--- src/rtl/phase_sequencer_pkg.sv ---
// -----------------------------------------------------------------------------
// phase_sequencer_pkg
//   Shared typedefs and phase constants for the instruction phase sequencer.
//   seq_state_t   : sequencer operating state
//   FETCH_LAST_PH : last phase with the fetch/address-select phase active
//   ALU_PH        : the single phase that pulses the ALU clock
//   LAST_PH       : final phase of an instruction (the instruction boundary)
// -----------------------------------------------------------------------------
package phase_sequencer_pkg;

    typedef enum logic [1:0] {
        SEQ_IDLE   = 2'd0,
        SEQ_RUN    = 2'd1,
        SEQ_STEP   = 2'd2,
        SEQ_HALTED = 2'd3
    } seq_state_t;

    localparam logic [2:0] FETCH_LAST_PH = 3'd3;
    localparam logic [2:0] ALU_PH        = 3'd6;
    localparam logic [2:0] LAST_PH       = 3'd7;

    // RUN and STEP both walk the phase counter; the rest park it at 0.
    function automatic logic is_busy_state(input seq_state_t s);
        return (s == SEQ_RUN) || (s == SEQ_STEP);
    endfunction

endpackage

--- src/rtl/phase_sequencer.sv ---
// -----------------------------------------------------------------------------
// phase_sequencer
//   Generates the eight-phase instruction cycle (fetch, controller clock, ALU
//   clock) for a small CPU, with run / single-step / stop control and a sticky
//   halt state.
//
//   Optional feature macro: SEQ_ICOUNT_EN -- adds the icount port, a wrapping
//   counter of completed instructions.
//
//   Ports
//     clk       in   system clock, all flops on the rising edge
//     rst_      in   asynchronous active-low reset
//     run       in   start free-running instruction cycles (from IDLE)
//     step      in   execute exactly one instruction (from IDLE, wins over run)
//     stop      in   stop at the next instruction boundary (RUN only)
//     halt      in   CPU halt flag, sampled at the instruction boundary
//     fetch     out  fetch/address-select phase (phases 0..3)
//     cntrl_clk out  controller clock (phase bit 0)
//     alu_clk   out  ALU clock (phase 6 only)
//     busy      out  high in RUN or STEP
//     halted    out  high in HALTED
//     icount    out  completed-instruction count (SEQ_ICOUNT_EN only)
// -----------------------------------------------------------------------------
module phase_sequencer
    import phase_sequencer_pkg::*;
#(
    parameter int ICOUNT_W = 16
) (
    input  logic                clk,
    input  logic                rst_,
    input  logic                run,
    input  logic                step,
    input  logic                stop,
    input  logic                halt,
    output logic                fetch,
    output logic                cntrl_clk,
    output logic                alu_clk,
    output logic                busy,
    output logic                halted
`ifdef SEQ_ICOUNT_EN
    ,
    output logic [ICOUNT_W-1:0] icount
`endif
);

    seq_state_t state, state_nxt;
    logic [2:0] phase, phase_nxt;
    logic       stop_pending, stop_pending_nxt;
    logic       fetch_nxt, cntrl_clk_nxt, alu_clk_nxt, busy_nxt, halted_nxt;

    // State register. The phase outputs are registered from the decode of the
    // *next* state/phase so they are glitch-free flop outputs and still line
    // up with the state change (fetch rises on the same edge that leaves IDLE).
    always_ff @(posedge clk or negedge rst_) begin
        if (!rst_) begin
            state        <= SEQ_IDLE;
            phase        <= 3'd0;
            stop_pending <= 1'b0;
            fetch        <= 1'b0;
            cntrl_clk    <= 1'b0;
            alu_clk      <= 1'b0;
            busy         <= 1'b0;
            halted       <= 1'b0;
        end else begin
            state        <= state_nxt;
            phase        <= phase_nxt;
            stop_pending <= stop_pending_nxt;
            fetch        <= fetch_nxt;
            cntrl_clk    <= cntrl_clk_nxt;
            alu_clk      <= alu_clk_nxt;
            busy         <= busy_nxt;
            halted       <= halted_nxt;
        end
    end

    // Next-state logic. Leaving RUN/STEP happens only when phase is LAST_PH,
    // so an instruction is never cut short by run/step/stop.
    always_comb begin
        state_nxt = state;
        phase_nxt = 3'd0;

        case (state)
            SEQ_IDLE: begin
                if (step) begin
                    state_nxt = SEQ_STEP;
                end else if (run) begin
                    state_nxt = SEQ_RUN;
                end
            end
            SEQ_RUN: begin
                if (phase == LAST_PH) begin
                    if (halt) begin
                        state_nxt = SEQ_HALTED;
                    end else if (stop_pending || stop) begin
                        state_nxt = SEQ_IDLE;
                    end
                end else begin
                    phase_nxt = phase + 3'd1;
                end
            end
            SEQ_STEP: begin
                if (phase == LAST_PH) begin
                    state_nxt = halt ? SEQ_HALTED : SEQ_IDLE;
                end else begin
                    phase_nxt = phase + 3'd1;
                end
            end
            default: begin
                state_nxt = SEQ_HALTED;
            end
        endcase

        // A stop request is only remembered while RUN continues; any exit from
        // RUN (to IDLE or HALTED) drops it, and stop is ignored in IDLE.
        if ((state == SEQ_RUN) && (state_nxt == SEQ_RUN)) begin
            stop_pending_nxt = stop_pending || stop;
        end else begin
            stop_pending_nxt = 1'b0;
        end
    end

    // Output decode of the upcoming state/phase, captured by the state register.
    always_comb begin
        busy_nxt      = is_busy_state(state_nxt);
        halted_nxt    = (state_nxt == SEQ_HALTED);
        fetch_nxt     = busy_nxt && (phase_nxt <= FETCH_LAST_PH);
        cntrl_clk_nxt = busy_nxt && phase_nxt[0];
        alu_clk_nxt   = busy_nxt && (phase_nxt == ALU_PH);
    end

`ifdef SEQ_ICOUNT_EN
    // Counts every instruction boundary, including the one that enters HALTED;
    // wraps naturally at all-ones.
    always_ff @(posedge clk or negedge rst_) begin
        if (!rst_) begin
            icount <= '0;
        end else if (is_busy_state(state) && (phase == LAST_PH)) begin
            icount <= icount + ICOUNT_W'(1);
        end
    end
`else
    // Counter width is only meaningful with the counter compiled in.
    if (ICOUNT_W < 1) begin : g_icount_w_unused
    end
`endif

endmodule

--- config.mk ---
export PLATFORM = sky130hd
export DESIGN_NAME = phase_sequencer
export DESIGN_NICKNAME = d
export VERILOG_FILES = /design/src/rtl/phase_sequencer_pkg.sv /design/src/rtl/phase_sequencer.sv
export SDC_FILE = /design/constraint.sdc
export NUM_CORES = 1
export LEC_CHECK = 0
export CORE_AREA = 2 2 44 46
export CTS_CLUSTER_SIZE = 16
export DETAILED_ROUTE_END_ITERATION = 10
export DIE_AREA = 0 0 46 48
export PLACE_DENSITY_LB_ADDON = 0.15
export SLEW_MARGIN = 25
export SYNTH_ARGS = -nofsm -noshare
export SYNTH_HDL_FRONTEND = slang
export SYNTH_SLANG_ARGS = --single-unit
--- constraint.sdc ---
create_clock -name clk -period 1.9 [get_ports clk]
set_input_delay 0.285 -clock clk [delete_from_list [all_inputs] [get_ports clk]]
set_output_delay 0.285 -clock clk [all_outputs]
set_load 0.005 [all_outputs]
* Word-level counts from Yosys, hierarchy flattened
Index checks and enable logic that the tools add are counted.
Word-level totals: bits in registers 11, logic and storage cells 36, input port bits 6, output and inout bits 5
Operators by class: reduce and logical (&&, ||, !) cells 8, add/subtract/negate cells 1, equality and inequality tests 7, $lt $le $gt $ge 1, multiplexer cells 11
Operators with widths (count):
- 2-bit two-way mux | 7
- 2-bit == test, second input constant | 3
- 3-bit == test, second input constant | 2
- 3-bit two-way mux | 2
- 2-bit case mux with 3 select lines | 1
- 2-bit by 1-bit == test with 1-bit output, second input constant | 2
- 1-bit logical AND | 4
- 3-bit by 1-bit adder with 3-bit output, second input constant | 1
- 3-bit by 2-bit <= comparator with 1-bit output, second input constant | 1
- 2-bit logical NOT | 1
- 1-bit logical OR | 2
- 2-bit OR reduction | 1
- 1-bit two-way mux | 1

* Logic depth before layout (Yosys ltp)
Gate-level depths: netlist (run 1).
depth after elaboration 8, depth in mapped cells 8, mapped depth without buffers 8

* Worst setup path after synthesis (run 1)
Ideal clock, no wire load.
kind flip-flop to flip-flop, start reg phase[0], end reg alu_clk, arrival time 1.762 ns, library setup time 0.121 ns, clock period less this slack 1.883 ns, buffers on the path 0, slack 0.017 ns, data required time 1.779 ns, stages on the path, launching flop included 8, path through dfrtp_1 > ha_1 > ha_1 > mux2_2 > o21ai_0 > nand3_1 > ha_1 > and4b_1
On the way: longest elaborated chain between the ends 6, elaborated cells on any way between the ends 12, classes of those cells add/sub: 1; eq/ne: 4; mux: 5; reduce/logical: 2
RTL lines:
- start: declaration | line phase_sequencer.sv:47 | logic [2:0] phase, phase_nxt;
- start signal: assignment | line phase_sequencer.sv:66 | phase <= phase_nxt;
- 3-bit == test * | line phase_sequencer.sv:91, phase_sequencer.sv:102
- 2-bit two-way mux (on tied branches) | line phase_sequencer.sv:102, phase_sequencer.sv:91
- 2-bit case mux with 3 select lines * | line phase_sequencer.sv:82 | case (state)
- via state_nxt[0] | line phase_sequencer.sv:46 | seq_state_t state, state_nxt;
- 2-bit by 1-bit == test with 1-bit output or 2-bit == test (tied branches) | line phase_sequencer_pkg.sv:24 | return (s == SEQ_RUN) || (s == SEQ_STEP);
- 1-bit logical OR * | line phase_sequencer_pkg.sv:24
- via busy_nxt | line phase_sequencer.sv:49 | logic fetch_nxt, cntrl_clk_nxt, alu_clk_nxt, busy_nxt, halted_nxt;
- 1-bit logical AND * | line phase_sequencer.sv:128 | alu_clk_nxt = busy_nxt && (phase_nxt == ALU_PH);
- via alu_clk_nxt | line phase_sequencer.sv:49
- end signal: assignment | line phase_sequencer.sv:70 | alu_clk <= alu_clk_nxt;
- end: declaration | line phase_sequencer.sv:37 | output logic alu_clk,
The timed path passes the listed nets; every way through them passes the cells marked *.

* Worst setup path after layout (run 1)
Same ends and word-level chain as after synthesis.

==> results of run 1 <==
==> stage by stage <==
stage                     setup TNS [ns]  hold slack, ns  cell area, sq um  instances  utilization
after floorplan                        0         -0.0106               569         47            -
after global placement            -0.242           0.532               713         77        0.422
after detailed placement          -0.230           0.532               713         77        0.422
after CTS                              0           0.359               768         83        0.455
after global routing             -0.0384           0.376               817         84        0.484
final                                  0           0.339               817         84        0.484
==> cells by family after synthesis <==
logic type,after synthesis
fa+ha+maj,9
buf+inv,5
mux,2
flops,11
simple gates,12
compound gates,8
==> registers in the layout, summed over array words and instances, names as in the netlist <==
name	count
cntrl_clk	1
fetch	1
halted	1
phase	3
stop_pending	1
busy	1
state	2
alu_clk	1
==> where the power goes <==
group	internal [mW]	switching (mW)	leakage, nW
registers	0.339	0.0769	0.140
logic	0.479	0.338	0.228
clock network	0.0812	0.0718	0.0150
total	0.900	0.486	0.383
==> cells in the mapped netlist <==
cell type / number
dfrtp_1: 11
ha_1: 9
inv_1: 5
and2_1: 2
nor2_1: 2
nor2b_1: 2
o21ai_1: 2
a22oi_1: 1
a31oi_1: 1
and3b_2: 1
and4b_1: 1
mux2_2: 1
mux2_4: 1
nand2_1: 1
nand2_2: 1
nand3_1: 1
nor3b_2: 1
o2111a_1: 1
o2111ai_1: 1
o211ai_1: 1
o21ai_0: 1
==> path summary, 6_finish.rpt <==
path / startpoint / end / cells past startpoint
max: phase[0]$_DFF_PN0_ / alu_clk$_DFF_PN0_ / 7
min: rst_ / state[0]$_DFF_PN0_ / 1
max reg2reg: phase[0]$_DFF_PN0_ / alu_clk$_DFF_PN0_ / 7
min reg2reg: stop_pending$_DFF_PN0_ / stop_pending$_DFF_PN0_ / 2
max in group asynchronous: rst_ / phase[2]$_DFF_PN0_ / 1
min in group clk: stop_pending$_DFF_PN0_ / stop_pending$_DFF_PN0_ / 2
==> per-layer routing <==
layer  share of wire  vias up  track usage
met5               0        -            0
met2            0.51        9        0.181
li1                -      203            -
met1            0.42      200        0.119
met3           0.062        0       0.0679
met4               0        0       0.0171
==> timing repair <==
action | 4_1_cts | 5_1_grt
setup endpoints to repair | 3 | 5
buffers inserted | 2 | 1
resized for setup | 4 | 6
gates cloned | 0 | 0
pin swaps | 4 | 3
==> cell type report <==
class,instances,area [sq um],share of cell area
clock buffers,4,26.3,0.0322
inverters,5,18.8,0.0230
multi-input cells,31,330,0.404
flip-flops and latches,11,275,0.337
well taps,17,21.3,0.0260
repair buffers,16,145,0.178
==> metrics.md, run 1 <==
| Metric | Value |
|---|---|
| Status | finished, final reports clean |
| Area leader, netlist | dfrtp_1 |
| GRT Total Usage | 0.108 |
| Fraction of the mapped netlist area in adder cells | 0.198 |
| # DRC | 0 |
| Nets in the synthesized netlist | 62 |
| Core area | roughly 0.0017 sq mm |
| Critical Path Max Stage Delay | roughly 0.4 ns |
| Dominant cells by area after synthesis | dfrtp_1 48%, ha_1 20%, inv_1 3.3% |
| Die W | about 46 microns |
| Row Count | 15 |
| Global-route wire length before repair | 1.60 mm |
| Routed WL per cell | approximately 12 microns |
| Critical path data arrival time | a little over 2 ns |
| TritonCTS Buffers | 3 |
| F_max | 0.543 GHz |
| Most common cell on crit path | ha_4 |
| CP Launch Type | register |
| Pre-CTS setup slack | -0.109 ns |
| Worst endpoint required time | roughly 2.1 ns |
| Worst clock skew | between 0.0015 and 0.002 ns |
| Synthesized area per cell | ~12 sq um |
| CP max-delay cell | dfrtp_1 |
| Routability cong. | about 0.78 |
| Critical path, cell by cell | ha_4 -> ha_2 -> mux2_4 -> nand2_2 -> o2111ai_2 -> ha_4 -> and4b_1 |
| Initial antenna violation count | 0 |
| Clock latency on the worst-skew pair | 0.26 ns |
| Max-slew violation count | 0 |
| Max Cap Viol | 0 |
| Crit path kind | register to register |
| Post-synthesis simple-gate area fraction | 0.141 |
| Pwr Density | between 1500 and 2000 mW/mm^2 |
| Vias/cell | a little under 5 |
| Drt pass-1 iters | 3 |
| Max H-tree Level | 1 |
| Tmin final | ~1.8 ns |
| WP buf/inv | 0 |
| WL final | about 1.0 mm |
| Worst Setup Slack, final | approximately 0.059 ns |
| CP delay by family, top | adder cells |
| Hold-fix buffers, CTS | 0 |
| Cells after Synth | 47 |
| Post-synthesis mux area share | 0.0462 |
| Share of the synthesized area in the top cell type | 0.484 |
| Area Growth Syn to Fin | 43.5% |
| Sinks on Clock Net | 11 |
| Power after layout | roughly 1.4 mW |
| Fraction of layout cells with a size suffix above 1 | 0.313 |
| Fill cells | about 170 |
| CTS tree | done |
| Layout net count | between 80 and 90 |
| Min-delay worst type | primary input to asynchronous set/reset pin |
| Post-synthesis compound-gate area fraction | 0.0989 |
| Final setup viols | 0 |
| Largest family of logic cells by synthesized area | adder cells |
| Synth Area in XOR/XNOR | 0 |
| Post-synthesis cell type count | 21 |
| Rel. slew slack | 0.691 |
| Sequential element share of the synthesized area | 0.484 |
| Vias in the first global route | between 400 and 500 |
| CTS Buffer Depth | 2 |
| Die Height | 48 microns |
| P_leak | roughly 0.38 nW |
| Die area | 0.00221 sq mm |
| Root Driver | clkbuf_4 |
| Hold Violations, Final | 0 |
| Initial Utilization | 0.337 |
| Internal reg-to-reg setup slack | 0.06 ns |
| IO buf count | 10 |
| Worst setup EP type | register |
| Total gr overflow | 0 |
| Via count | roughly 410 |
| Antenna viol nets, final | 0 |
| Synthesized flop and latch total | 11 |
| I/O pins | 11 |
| Largest net degree at the start of global routing | 12 |
| Maximum VDD drop | roughly 0.00080 V |
| Worst Tran Pin Value | around 0.46 ns |
| Synthesized area | roughly 570 sq um |
| CP Max Fanout | 4 |
| DR iter-0 viols | 4 |
| Synthesis Warnings | 0 |
| Hpwl dp | 771 microns |
| Diode count | 0 |
| Most frequent cells in the layout | 11 x dfrtp_1, 10 x clkdlybuf4s50_1, 6 x buf_4 |
| Commonest non-fill, non-tap cell in the layout | dfrtp_1 |
| Clock transition at path regs | ~0.070 ns |
| Final period utilization | 0.969 |
Note: power is estimated with default switching activity, not from simulation.
==> inputs of run 2 (changes only) <==
--- a/config.mk
+++ b/config.mk
@@ -5,6 +5,9 @@
 export SDC_FILE = /design/constraint.sdc
 export NUM_CORES = 1
 export LEC_CHECK = 0
+export ABC_CLOCK_PERIOD_IN_PS = 1900
+export CELL_PAD_IN_SITES_DETAIL_PLACEMENT = 1
+export CELL_PAD_IN_SITES_GLOBAL_PLACEMENT = 1
 export CORE_AREA = 2 2 44 46
 export CTS_CLUSTER_SIZE = 16
 export DETAILED_ROUTE_END_ITERATION = 10
==> run 2 against run 1 <==
Final area up 4.1%. Worst setup slack improved by 0.035 ns. Largest power group unchanged. Critical endpoint unchanged. Utilization grew 2.0 points.
==> metrics.md, run 2 (synthesized netlist as in run 1, its figures left out) <==
| Metric | Value |
|---|---|
| Status | finished, final reports clean |
| Clock latency on the worst-skew pair | 0.26 ns (about the same) |
| Worst Tran Pin Value | 0.466 ns (+0.00445 ns) |
| Die W | 46 microns (unchanged) |
| Max-slew violation count | 0 (unchanged) |
| Max H-tree Level | 1 (unchanged) |
| Clock transition at path regs | 0.07 ns (about the same) |
| Most common cell on crit path | ha_4 |
| CP Launch Type | register |
| Placed cell count | 77 (unchanged) |
| Pwr Density | 1750 mW/mm^2 (+3.2%) |
| Layout net count | 84 (+1.2%) |
| Crit path kind | register to register |
| Post-route cell area | 851 sq um (+4.1%) |
| Root Driver | clkbuf_4 |
| Layout Cells excl Fill | 85 (+1.2%) |
| Routability cong. | 0.764 (-2.5%) |
| Fraction of layout cells with a size suffix above 1 | 0.324 (+0.0101) |
| DR iter-0 viols | 1 (-3) |
| Largest net degree at the start of global routing | 12 (unchanged) |
| Sinks on Clock Net | 11 (unchanged) |
| Worst setup EP type | register |
| Max Cap Viol | 0 (unchanged) |
| Worst endpoint required time | 2.10 ns (about the same) |
| Fill cells | 181 (+4.0%) |
| Critical path, cell by cell | ha_4 -> ha_4 -> mux2_4 -> nand2_4 -> o2111ai_4 -> ha_4 -> and4b_1 |
| CP max-delay cell | dfrtp_1 |
| Largest Register | phase |
| Area Growth Syn to Fin | 49.5% |
| Most frequent cells in the layout | 11 x dfrtp_1, 10 x clkdlybuf4s50_1, 7 x buf_4 |
| Vias in the first global route | 475 (+18%) |
| # DRC | 0 (unchanged) |
| Largest register FFs | 3 (unchanged) |
| Rel. slew slack | 0.688 (-0.00298) |
| Antenna viol nets, final | 0 (unchanged) |
| Critical path data arrival time | 2.00 ns (-0.04 ns) |
| Initial Utilization | 0.337 (unchanged) |
| CTS tree | done |
| Die area | 0.00221 sq mm (unchanged) |
| F_max | 0.554 GHz (+1.9%) |
| WL final | 1.26 mm (+26%) |
| CP Max Fanout | 4 (unchanged) |
| TritonCTS Buffers | 3 (unchanged) |
| Commonest non-fill, non-tap cell in the layout | dfrtp_1 |
| I/O pins | 11 (unchanged) |
| GRT Total Usage | 0.144 (+0.0361) |
| P_leak | 0.395 nW (+3.2%) |
| Final setup viols | 0 (unchanged) |
| Biggest regs | phase (3), state (2) |
| Hold-fix buffers, CTS | 0 (unchanged) |
| Min-delay worst type | primary input to asynchronous set/reset pin |
| Power after layout | 1.49 mW (+7.5%) |
| Total gr overflow | 0 (unchanged) |
| Hold Violations, Final | 0 (unchanged) |
| Placed Area | 713 sq um (unchanged) |
| Via count | 426 (+3.4%) |
| Drt pass-1 iters | 3 (unchanged) |
| Row Count | 15 (unchanged) |
| IO buf count | 10 (unchanged) |
| Setup TNS | 0 ns (unchanged) |
| Diode count | 0 (unchanged) |
| Initial antenna violation count | 0 (unchanged) |
| CTS Buffer Depth | 2 (unchanged) |
| Final period utilization | 0.951 (-0.0183) |
| Core area | 0.00169 sq mm (unchanged) |
| Global-route wire length before repair | 2.13 mm (+33%) |
| Critical Path Max Stage Delay | 0.41 ns (about the same) |
| Maximum VDD drop | 0.000982 V (+23%) |
| Die Height | 48 microns (unchanged) |
| Routed WL per cell | 14.8 microns (+24%) |
| RSZ-0062 raised after global routing | no |
| Worst clock skew | 0.00185 ns (-0.0000116 ns) |
| Vias/cell | 5.01 (+2.2%) |
| Tmin final | 1.81 ns (-0.0348 ns) |
[run 2: cell type report]
type	instances	area (sq um)	area share
clock buffers	4	26.3	0.0309
repair buffers	17	153	0.179
well taps	17	21.3	0.0250
inverters	5	18.8	0.0221
flip-flops and latches	11	275	0.324
multi-input cells	31	357	0.419
[run 2: critical path, delay by kind of cell, from the launching register on]
kind | cells | cell delay, ns
adders and majority gates | 3 | 0.66
DFF | 1 | 0.41
AOI/OAI and AO/OA | 1 | 0.12
and+or+nand+nor | 2 | 0.25
muxes | 1 | 0.30
[run 2: routing by layer]
layer	up-vias	wire length (microns)	global-route usage
met1	209	474	0.153
met4	0	36	0.0743
met3	4	45	0.0415
li1	206	-	-
met2	7	704	0.258
met5	-	0	0
[run 2: power breakdown]
| part | internal, mW | total (mW) | switching (mW) |
|---|---|---|---|
| clock | 0.0810 | 0.151 | 0.0698 |
| sequential | 0.340 | 0.422 | 0.0821 |
| combinational | 0.531 | 0.917 | 0.386 |
| total | 0.952 | 1.49 | 0.538 |
[run 2: path summary, 6_finish.rpt]
path | cells past startpoint | startpoint | slack, ns | end
setup / recovery | 7 | phase[0]$_DFF_PN0_ | 0.09 | alu_clk$_DFF_PN0_
hold / removal | 1 | rst_ | 0.35 | cntrl_clk$_DFF_PN0_
setup reg to reg | 7 | phase[0]$_DFF_PN0_ | 0.09 | alu_clk$_DFF_PN0_
hold reg to reg | 2 | stop_pending$_DFF_PN0_ | 0.56 | stop_pending$_DFF_PN0_
max in group asynchronous | 1 | rst_ | 1.24 | phase[1]$_DFF_PN0_
min in group clk | 2 | stop_pending$_DFF_PN0_ | 0.56 | stop_pending$_DFF_PN0_
[run 2: timing repair]
action,in CTS,in global routing
gates resized for setup,7,6
setup endpoints to repair,3,5
pin swaps,3,2
setup buffers,2,2
[run 2: through the flow]
stage,hold slack [ns],setup slack [ns],utilization
2_1_floorplan,-0.0106,0.0169,-
3_3_place_gp,0.533,-0.0800,0.422
3_5_place_dp,0.532,-0.119,0.422
4_1_cts,0.362,0.0331,0.474
5_1_grt,0.360,0.0155,0.504
6_report,0.345,0.0933,0.504
